<file path="src/rtl/eth_decap.sv">
// rtl/eth_decap.sv - Ethernet RX header strip, payload realign, MAC filter and counters
//
// Strips the 14-byte Ethernet header from 64-bit MAC RX frames, exports the
// header fields as sideband and shifts the payload down by 6 bytes so the first
// payload byte lands on output byte 0.
//
// Ports:
//   clk156, eth_rst                  clock, synchronous active-high reset
//   s_axis_t{valid,ready,data,keep,last,user}  raw frames from the MAC
//   m_axis_t{valid,ready,data,keep,last,user}  realigned payload
//   hdr_dst, hdr_src, hdr_type       header fields of the current frame
//   cnt_frames, cnt_runt, cnt_filt   forwarded / runt / filtered frame counters
//   debug                            {3'b0, state, m_axis_tvalid, s_axis_tready}

module eth_decap #(
  parameter logic [47:0] LOCAL_MAC = 48'h000000000000,
  parameter bit          PROMISC   = 1'b1
) (
  input  logic        clk156,
  input  logic        eth_rst,
  input  logic        s_axis_tvalid,
  output logic        s_axis_tready,
  input  logic [63:0] s_axis_tdata,
  input  logic [7:0]  s_axis_tkeep,
  input  logic        s_axis_tlast,
  input  logic        s_axis_tuser,
  output logic        m_axis_tvalid,
  input  logic        m_axis_tready,
  output logic [63:0] m_axis_tdata,
  output logic [7:0]  m_axis_tkeep,
  output logic        m_axis_tlast,
  output logic        m_axis_tuser,
  output logic [47:0] hdr_dst,
  output logic [47:0] hdr_src,
  output logic [15:0] hdr_type,
  output logic [31:0] cnt_frames,
  output logic [15:0] cnt_runt,
  output logic [15:0] cnt_filt,
  output logic [7:0]  debug
);

  typedef enum logic [2:0] {
    S_HDR0    = 3'd0,
    S_HDR1    = 3'd1,
    S_PAYLOAD = 3'd2,
    S_FLUSH   = 3'd3,
    S_DROP    = 3'd4
  } state_t;

  state_t      state;
  logic [15:0] hold;        // bytes 6-7 of the previous beat, become output bytes 0-1
  logic [1:0]  hold_keep;
  logic        user_q;      // tuser of a frame whose tail goes out in FLUSH
  logic [47:0] pend_dst;    // header bytes from word 0, published at the HDR1 accept
  logic [15:0] pend_src_hi;

  logic        slot_free;
  logic        accept;
  logic [47:0] beat_dst;
  logic        dst_ok;

  assign slot_free = !m_axis_tvalid || m_axis_tready;
  assign accept    = s_axis_tvalid && s_axis_tready;

  // Wire byte 0 is the MAC's most significant byte.
  assign beat_dst = {s_axis_tdata[7:0],   s_axis_tdata[15:8],  s_axis_tdata[23:16],
                     s_axis_tdata[31:24], s_axis_tdata[39:32], s_axis_tdata[47:40]};
  assign dst_ok   = PROMISC || (beat_dst == LOCAL_MAC) || (beat_dst == 48'hFFFF_FFFF_FFFF);

  always_comb begin
    s_axis_tready = 1'b0;
    if (!eth_rst) begin
      case (state)
        S_HDR0, S_HDR1, S_DROP: s_axis_tready = 1'b1;
        S_PAYLOAD:              s_axis_tready = slot_free;
        default:                s_axis_tready = 1'b0;
      endcase
    end
  end

  assign debug = {3'b000, state, m_axis_tvalid, s_axis_tready};

  function automatic logic [15:0] sat_inc(input logic [15:0] v);
    return (v == 16'hFFFF) ? v : v + 16'd1;
  endfunction

  always_ff @(posedge clk156) begin
    if (eth_rst) begin
      state         <= S_HDR0;
      hold          <= '0;
      hold_keep     <= '0;
      user_q        <= 1'b0;
      pend_dst      <= '0;
      pend_src_hi   <= '0;
      m_axis_tvalid <= 1'b0;
      m_axis_tdata  <= '0;
      m_axis_tkeep  <= '0;
      m_axis_tlast  <= 1'b0;
      m_axis_tuser  <= 1'b0;
      hdr_dst       <= '0;
      hdr_src       <= '0;
      hdr_type      <= '0;
      cnt_frames    <= '0;
      cnt_runt      <= '0;
      cnt_filt      <= '0;
    end else begin
      // A consumed beat leaves the slot; producing states below override this.
      if (m_axis_tready) m_axis_tvalid <= 1'b0;

      case (state)
        S_HDR0: begin
          if (accept) begin
            pend_dst    <= beat_dst;
            pend_src_hi <= {s_axis_tdata[55:48], s_axis_tdata[63:56]};
            if (s_axis_tlast)  cnt_runt <= sat_inc(cnt_runt);
            else if (!dst_ok)  state <= S_DROP;
            else               state <= S_HDR1;
          end
        end

        S_HDR1: begin
          if (accept) begin
            hdr_dst   <= pend_dst;
            hdr_src   <= {pend_src_hi, s_axis_tdata[7:0], s_axis_tdata[15:8],
                          s_axis_tdata[23:16], s_axis_tdata[31:24]};
            hdr_type  <= {s_axis_tdata[39:32], s_axis_tdata[47:40]};
            hold      <= s_axis_tdata[63:48];
            hold_keep <= s_axis_tkeep[7:6];
            user_q    <= s_axis_tuser;
            if (!s_axis_tlast) begin
              state <= S_PAYLOAD;
            end else if (s_axis_tkeep[6]) begin
              state <= S_FLUSH;
            end else begin
              cnt_runt <= sat_inc(cnt_runt);   // header only, no payload byte
              state    <= S_HDR0;
            end
          end
        end

        S_PAYLOAD: begin
          // accept implies the output slot is free here
          if (accept) begin
            m_axis_tvalid <= 1'b1;
            m_axis_tdata  <= {s_axis_tdata[47:0], hold};
            m_axis_tkeep  <= {s_axis_tkeep[5:0], hold_keep};
            hold          <= s_axis_tdata[63:48];
            hold_keep     <= s_axis_tkeep[7:6];
            if (s_axis_tlast && !s_axis_tkeep[6]) begin
              m_axis_tlast <= 1'b1;
              m_axis_tuser <= s_axis_tuser;
              cnt_frames   <= cnt_frames + 32'd1;
              state        <= S_HDR0;
            end else begin
              m_axis_tlast <= 1'b0;
              m_axis_tuser <= 1'b0;
              if (s_axis_tlast) begin
                // last input beat had more than 6 bytes: 1-2 bytes spill over
                user_q <= s_axis_tuser;
                state  <= S_FLUSH;
              end
            end
          end
        end

        S_FLUSH: begin
          if (slot_free) begin
            m_axis_tvalid <= 1'b1;
            m_axis_tdata  <= {48'b0, hold};
            m_axis_tkeep  <= {6'b0, hold_keep};
            m_axis_tlast  <= 1'b1;
            m_axis_tuser  <= user_q;
            cnt_frames    <= cnt_frames + 32'd1;
            state         <= S_HDR0;
          end
        end

        S_DROP: begin
          if (accept && s_axis_tlast) begin
            cnt_filt <= sat_inc(cnt_filt);
            state    <= S_HDR0;
          end
        end

        default: state <= S_HDR0;
      endcase
    end
  end

endmodule
</file>
<file path="config.mk">
export PLATFORM = sky130hd
export DESIGN_NAME = eth_decap
export DESIGN_NICKNAME = d
export VERILOG_FILES = /design/src/rtl/eth_decap.sv
export SDC_FILE = /design/constraint.sdc
export NUM_CORES = 1
export LEC_CHECK = 0
export CAP_MARGIN = 20
export CORE_UTILIZATION = 45
export DETAILED_ROUTE_END_ITERATION = 6
export PLACE_DENSITY = 0.76
export SKIP_LAST_GASP = 1
export SYNTH_ARGS = -nofsm -noshare
export SYNTH_HDL_FRONTEND = slang
export SYNTH_SLANG_ARGS = --single-unit
</file>
<file path="constraint.sdc">
create_clock -name clk156 -period 4.7 [get_ports clk156]
set_input_delay 1.175 -clock clk156 [delete_from_list [all_inputs] [get_ports clk156]]
set_output_delay 1.175 -clock clk156 [all_outputs]
set_load 0.1 [all_outputs]
</file>
==> flow_summary.ini, run 1 <==
[logic_synthesis]
synth_top_family_by_area = simple AND/OR/NAND/NOR gates
yosysSeqAreaShare_pct = 52.5
synth_edf_count = 0
synth_xor_xnor_area_share_pct = 2.08
ys_async_sr_fraction_pct = 0
yosys_register_bits = 320
syn-instance-count = 1510
syn-cell-area_um2 = 12200
synth_simple_gate_area_share_pct = 25.2
ys.flop_type = dfxtp_1
avgSynthCellArea_um2 = 8.08
synth_mux_area_share_pct = 0.246
synth_compound_area_share_pct = 14.3
ys_types = 51
synth_warnings = 0
synth_adder_area_share_pct = 0.616

[pwr]
p_sw_share_pct = 29.6
peakVddDrop_mv = 0.385
p_leak_nw = 5.55
power_density_nw_per_um2 = 416
power_frac_comb_pct = 17.4
clock_power_share_pct = 40.9
total_power_mw = 6.93
switching_power_mw = 2.05
seqPwrFrac_pct = 41.7
intPower_mw = 4.88

[global_route]
track_usage_pct = 25.1
grt_pass1_wl_mm = 57.0
overflow = 0
grt_pass1_vias = 10700
grt_max_degree = 164
grt_antenna_before_repair = 1

[drt]
via_per_inst = 5.28
post-route-drc-count = 20
drtIter0Drc = 994
wire_per_inst_um = 16.7
route.antenna.remaining_nets = 0
drt_wl_total_mm = 35.5
vias = 11300
dr.pass1.iters = 7

[clocking]
clkTransAtPathRegs_ns = 0.06
cts_max_path_buffers = 3
ctsHtreeMaxLevel = 2
clock_sink_count = 320
cts_tree = yes
root_buffer = clkbuf_16
cts_hold_buf = 0
ctsResizeCount = 0
postCtsSetupBuffers = 0
cts_inserted_buffers = 35
clkLatencyLatePin_ns = 0.50

[floorplanning]
fp.dieH_um = 167
dieArea_um2 = 27800
core_um2 = 26400
num_rows = 59
die_w_um = 167
io_pins = 338
start_util_pct = 46.3

[placed_design]
portBuffers = 317
dpl.hpwl_mm = 23.0
routabilityCongestion = 0.835
dpl_worst_slack_ns = 0.974

[timing]
slew_viol_final = 0
tns_ns = 0
worst_clock_skew_ns = 0.0188
setup_viol_count_final = 0
finalHoldViolCount = 0
clock.fmax_mhz = 269
rsz0062_at_grt = no
tightest_slew_ns = 1.08
post-route-min-period_ns = 3.72
timing.final.crit_share_pct = 79.2
slew_headroom_pct = 28.0
worst_slack_ns = 0.979

[final_layout]
drive_gt1_share_pct = 4.96
syn_to_final_growth_pct = 36.7
fillerInstances = 2251
final_util_pct = 63.3
multi_input_area_um2 = 5280
final_nets = 1854
final_common_cell = nand2_1
most-common-layout-cells = 497 x nand2_1, 320 x dfxtp_1, 314 x clkdlybuf4s50_1
final-seq-area_um2 = 6410

[worst_setup_path]
rr_startpoint = state[0]
worst-setup-path-type = input pin to output port
critical_path.startpoint_type = input pin
required_ns = 3.52
worstSetupStartpoint = m_axis_tready
endpoint_kind = output port
crit_path_max_fanout = 3
cp_data_arrival_time_ns = 2.55

[hold_path]
hp-start = pend_dst[41]
hold_path.class = register to register

[status]
status = finished, violations left
violations = DRC

[run]
cap_violations = 0
[synth_stat cells (2+ instances only)]
master     instances  area share [%]
nand2_1          499              15
or4_1              3            0.18
buf_4             23             1.4
o211ai_1           5            0.31
nand2b_1           4            0.21
nand3_1           11            0.45
ha_1               6            0.62
o31ai_1            2            0.12
inv_1              7            0.22
a211oi_1           3            0.18
a31oi_1            2            0.10
nor3b_1            2            0.12
buf_1              6            0.18
o2111ai_1          4            0.29
nor3_1             8            0.33
dfxtp_1          320              53
nor2b_1            7            0.36
and4_1             6            0.43
and3_1             7            0.36
mux2i_1            3            0.25
o21ai_0           18            0.74
or3_1             15            0.77
nor4_2             3            0.31
xor2_1            18             1.3
xnor2_1           11            0.79
a21oi_1          289              12
nor4_1             3            0.15
and2_1             3            0.15
nand3b_1          54             3.3
clkbuf_1          86             2.6
nor2_1            37             1.1
nand4_1           14            0.72
buf_2             13            0.53
[power by group through the flow]
| stage | registers, mW | clock network (mW) | logic, mW |
|---|---|---|---|
| floorplan | 3.30 | 0 | 0.527 |
| global placement | 2.94 | 0 | 1.20 |
| detailed placement | 2.95 | 0 | 1.21 |
| CTS | 2.89 | 2.88 | 1.21 |
| global route | 2.90 | 3.00 | 1.28 |
| finish | 2.89 | 2.83 | 1.21 |
[worst max-delay path: stages]
cell,delay (ns)
clkdlybuf4s50_1,0.44
nand2b_1,0.20
a211oi_1,0.37
nor3_2,0.08
buf_4,0.28
[cell families after synthesis]
kind of cell,after synthesis
xor gates and xnor gates,29
other,1
buffers and inverters,135
adders and majority gates,6
muxes,3
DFF,320
AOI/OAI and AO/OA,332
and+or+nand+nor,684
[area by class of cell]
class / instances / area share (%)
well taps: 335 / 2.51
clock inverters: 13 / 0.991
repair buffers: 332 / 20.0
diodes: 1 / 0.0150
clock buffers: 50 / 6.21
multi-input cells: 1074 / 31.7
flip-flops and latches: 320 / 38.4
inverters: 7 / 0.158
[metal layers]
layer  track usage, %  vias up  routed length [um]
met2             41.4      386               16700
met1             31.4     5290               14800
met4             9.78        0                1260
met3             6.35       73                2830
met5                0        -                   0
li1                 -     5503                   -
[registers in the layout, indices dropped and copies added, names as in the netlist]
name	cells
m_axis_tdata	64
hdr_dst	48
hdr_src	48
pend_dst	48
cnt_frames	32
cnt_runt	16
hdr_type	16
hold	16
pend_src_hi	16
m_axis_tkeep	8
hold_keep	2
state	2
m_axis_tlast	1
m_axis_tuser	1
m_axis_tvalid	1
user_q	1
[worst paths after layout]
check / to / slack (ns) / cells past startpoint
worst max-delay path: s_axis_tready / 0.98 / 5
worst min-delay path: hdr_dst[41] / 0.44 / 2
worst max register to register: cnt_frames[31] / 1.95 / 7
worst min register to register: hdr_dst[41] / 0.44 / 2
[through the flow]
stage	hold WS (ns)	area [um2]	std cells
2_1_floorplan	0.432	12300	1529
3_3_place_gp	0.435	15500	2068
3_5_place_dp	0.443	15500	2068
4_1_cts	0.447	16700	2131
5_1_grt	0.466	16700	2132
6_report	0.442	16700	2132
Note: power is estimated with default switching activity, not from simulation.
==> run 2: changes to the inputs <==
==> constraint.sdc (replaced) <==
create_clock -name clk156 -period 3.49 [get_ports clk156]
set_input_delay 0.8725 -clock clk156 [delete_from_list [all_inputs] [get_ports clk156]]
set_output_delay 0.8725 -clock clk156 [all_outputs]
set_load 0.1 [all_outputs]
==> run 2 against run 1 <==
The flow still finishes with violations (DRC). Flip-flop and latch count is the same. Global-route usage shrank 0.48 points. Die area is the same. Critical path depth did not move. Largest power group unchanged. Highest routed layer unchanged.
==> flow_summary.ini, run 2 (synthesis results as in run 1) <==
[worst_setup_path]
r2r_slack_ns = 0.96
cp_data_arrival_time_ns = 2.30
crit_path_max_fanout = 3
crit_path_max_incr_delay_ns = 0.45
critical_path.startpoint_type = input pin
required_ns = 2.62
crit_family = buffers and inverters
worstRegToRegCells = 7
rr_startpoint = state[0]
cp.buffers_inverters = 2
worst-setup-path-type = input pin to output port
cpMaxStageDelayCell = clkdlybuf4s50_1
endpoint_kind = output port
path_cells = clkdlybuf4s50_1 -> nand2b_1 -> a211oi_1 -> nor3_4 -> buf_12
r2r_end = cnt_frames[28]

[final_layout]
largest_register = m_axis_tdata
largest_reg_flops = 64
drive_gt1_share_pct = 18.1
most-common-layout-cells = 497 x nand2_1, 318 x dfxtp_1, 289 x a21oi_1
syn_to_final_growth_pct = 31.9
stdcell_area_um2 = 16100
fillerInstances = 2300
final_common_cell = nand2_1
final_nets = 1855
final_util_pct = 61.1
diodes = 0

[timing]
tns_ns = 0
hold_ws_ns = 0.445
clock.fmax_mhz = 315
setup_viol_count_final = 0
worst_clock_skew_ns = 0.0129
post-route-min-period_ns = 3.17
finalHoldViolCount = 0
slew_viol_final = 0
rsz0062_at_grt = no
slew_headroom_pct = 30.4
tightest_slew_ns = 1.04
timing.final.crit_share_pct = 90.9

[drt]
vias = 11300
post-route-drc-count = 17
route.antenna.remaining_nets = 0
drtIter0Drc = 818
dr.pass1.iters = 7
drt_wl_total_mm = 35.3
via_per_inst = 5.29
wire_per_inst_um = 16.6

[clocking]
postCtsSetupBuffers = 0
cts_max_path_buffers = 3
cts_hold_buf = 0
clkTransAtPathRegs_ns = 0.06
cts_tree = yes
root_buffer = clkbuf_16
ctsResizeCount = 0
clock_sink_count = 320
ctsHtreeMaxLevel = 2
cts_inserted_buffers = 35
clkLatencyLatePin_ns = 0.51

[hold_path]
hold_depth = 2
hold_path.class = register to register
hold_path_end = hdr_dst[35]
hp-start = pend_dst[35]

[floorplanning]
core_um2 = 26400
num_rows = 59
dieArea_um2 = 27800
die_w_um = 167
fp.dieH_um = 167
io_pins = 338
start_util_pct = 46.3

[pwr]
p_leak_nw = 6.03
intPower_mw = 6.43
power_frac_comb_pct = 18.0
power_density_nw_per_um2 = 570
peakVddDrop_mv = 0.414
p_sw_share_pct = 30.0
switching_power_mw = 2.75
seqPwrFrac_pct = 42.4
clock_power_share_pct = 39.6

[global_route]
grt_pass1_wl_mm = 55.9
grt_pass1_vias = 10400
overflow = 0
grt_antenna_before_repair = 0
track_usage_pct = 24.6
grt_max_degree = 225

[status]
status = finished, violations left
violations = DRC

[placed_design]
portBuffers = 317
routabilityCongestion = 0.888
dpl_cell_area_um2 = 15000
dpl.hpwl_mm = 22.2

[run]
cap_violations = 0
run 2: cell types whose count changed in the layout (fill, tap and decap cells not counted), sizes merged:
| cell | before | now |
|---|---|---|
| bufinv | 4 | 2 |
| buf | 18 | 257 |
| diode | 1 | 0 |
| clkdlybuf4s50 | 314 | 76 |
| clkinv | 9 | 5 |
| clkbuf | 50 | 53 |
run 2: cell type report:
type | instances | area (um2) | area share, %
inverters | 7 | 26.3 | 0.163
well taps | 335 | 419 | 2.61
clock inverters | 7 | 88.8 | 0.552
multi-input cells | 1074 | 5290 | 32.9
flip-flops and latches | 320 | 6410 | 39.8
clock buffers | 53 | 1050 | 6.50
repair buffers | 333 | 2810 | 17.5
run 2: routing by layer:
layer / vias to the layer above / track usage (%) / wire, um
li1: 5498 / - / -
met4: 0 / 8.05 / 969
met5: - / 0 / 0
met3: 64 / 5.70 / 2530
met1: 5308 / 31.1 / 14800
met2: 385 / 41.2 / 17000
run 2: power by group through the flow:
stage	clock (mW)	sequential [mW]	combinational, mW
floorplan	0	4.45	0.715
global placement	0	3.97	1.63
detailed placement	0	3.97	1.65
CTS	3.71	3.89	1.66
global route	3.88	3.91	1.74
finish	3.63	3.89	1.65
run 2: worst min-delay path: cells and delay by family (launching register included):
family | cells | cell delay [ns]
AO/OA/AOI/OAI | 1 | 0.05
flip-flops | 1 | 0.31
AND/OR/NAND/NOR | 1 | 0.05
run 2: stage by stage:
stage	total power, mW	setup WS (ns)	instances
2_1_floorplan	5.17	0.0264	1529
3_3_place_gp	5.60	0.345	2069
3_5_place_dp	5.62	0.332	2069
4_1_cts	9.25	0.325	2129
5_1_grt	9.53	0.221	2129
6_report	9.18	0.318	2129
run 2: worst max-delay path by stage:
| stage | startpoint | endpoint | slack, ns | cells past startpoint |
|---|---|---|---|---|
| final | m_axis_tready | debug[0] | 0.32 | 5 |
| after global routing | m_axis_tready | debug[0] | 0.22 | 5 |
| after CTS | m_axis_tready | debug[0] | 0.33 | 5 |
| after detailed placement | m_axis_tready | debug[0] | 0.33 | 5 |
| after global placement | m_axis_tready | debug[0] | 0.34 | 5 |
| after floorplan | state[0] | debug[0] | 0.03 | 5 |
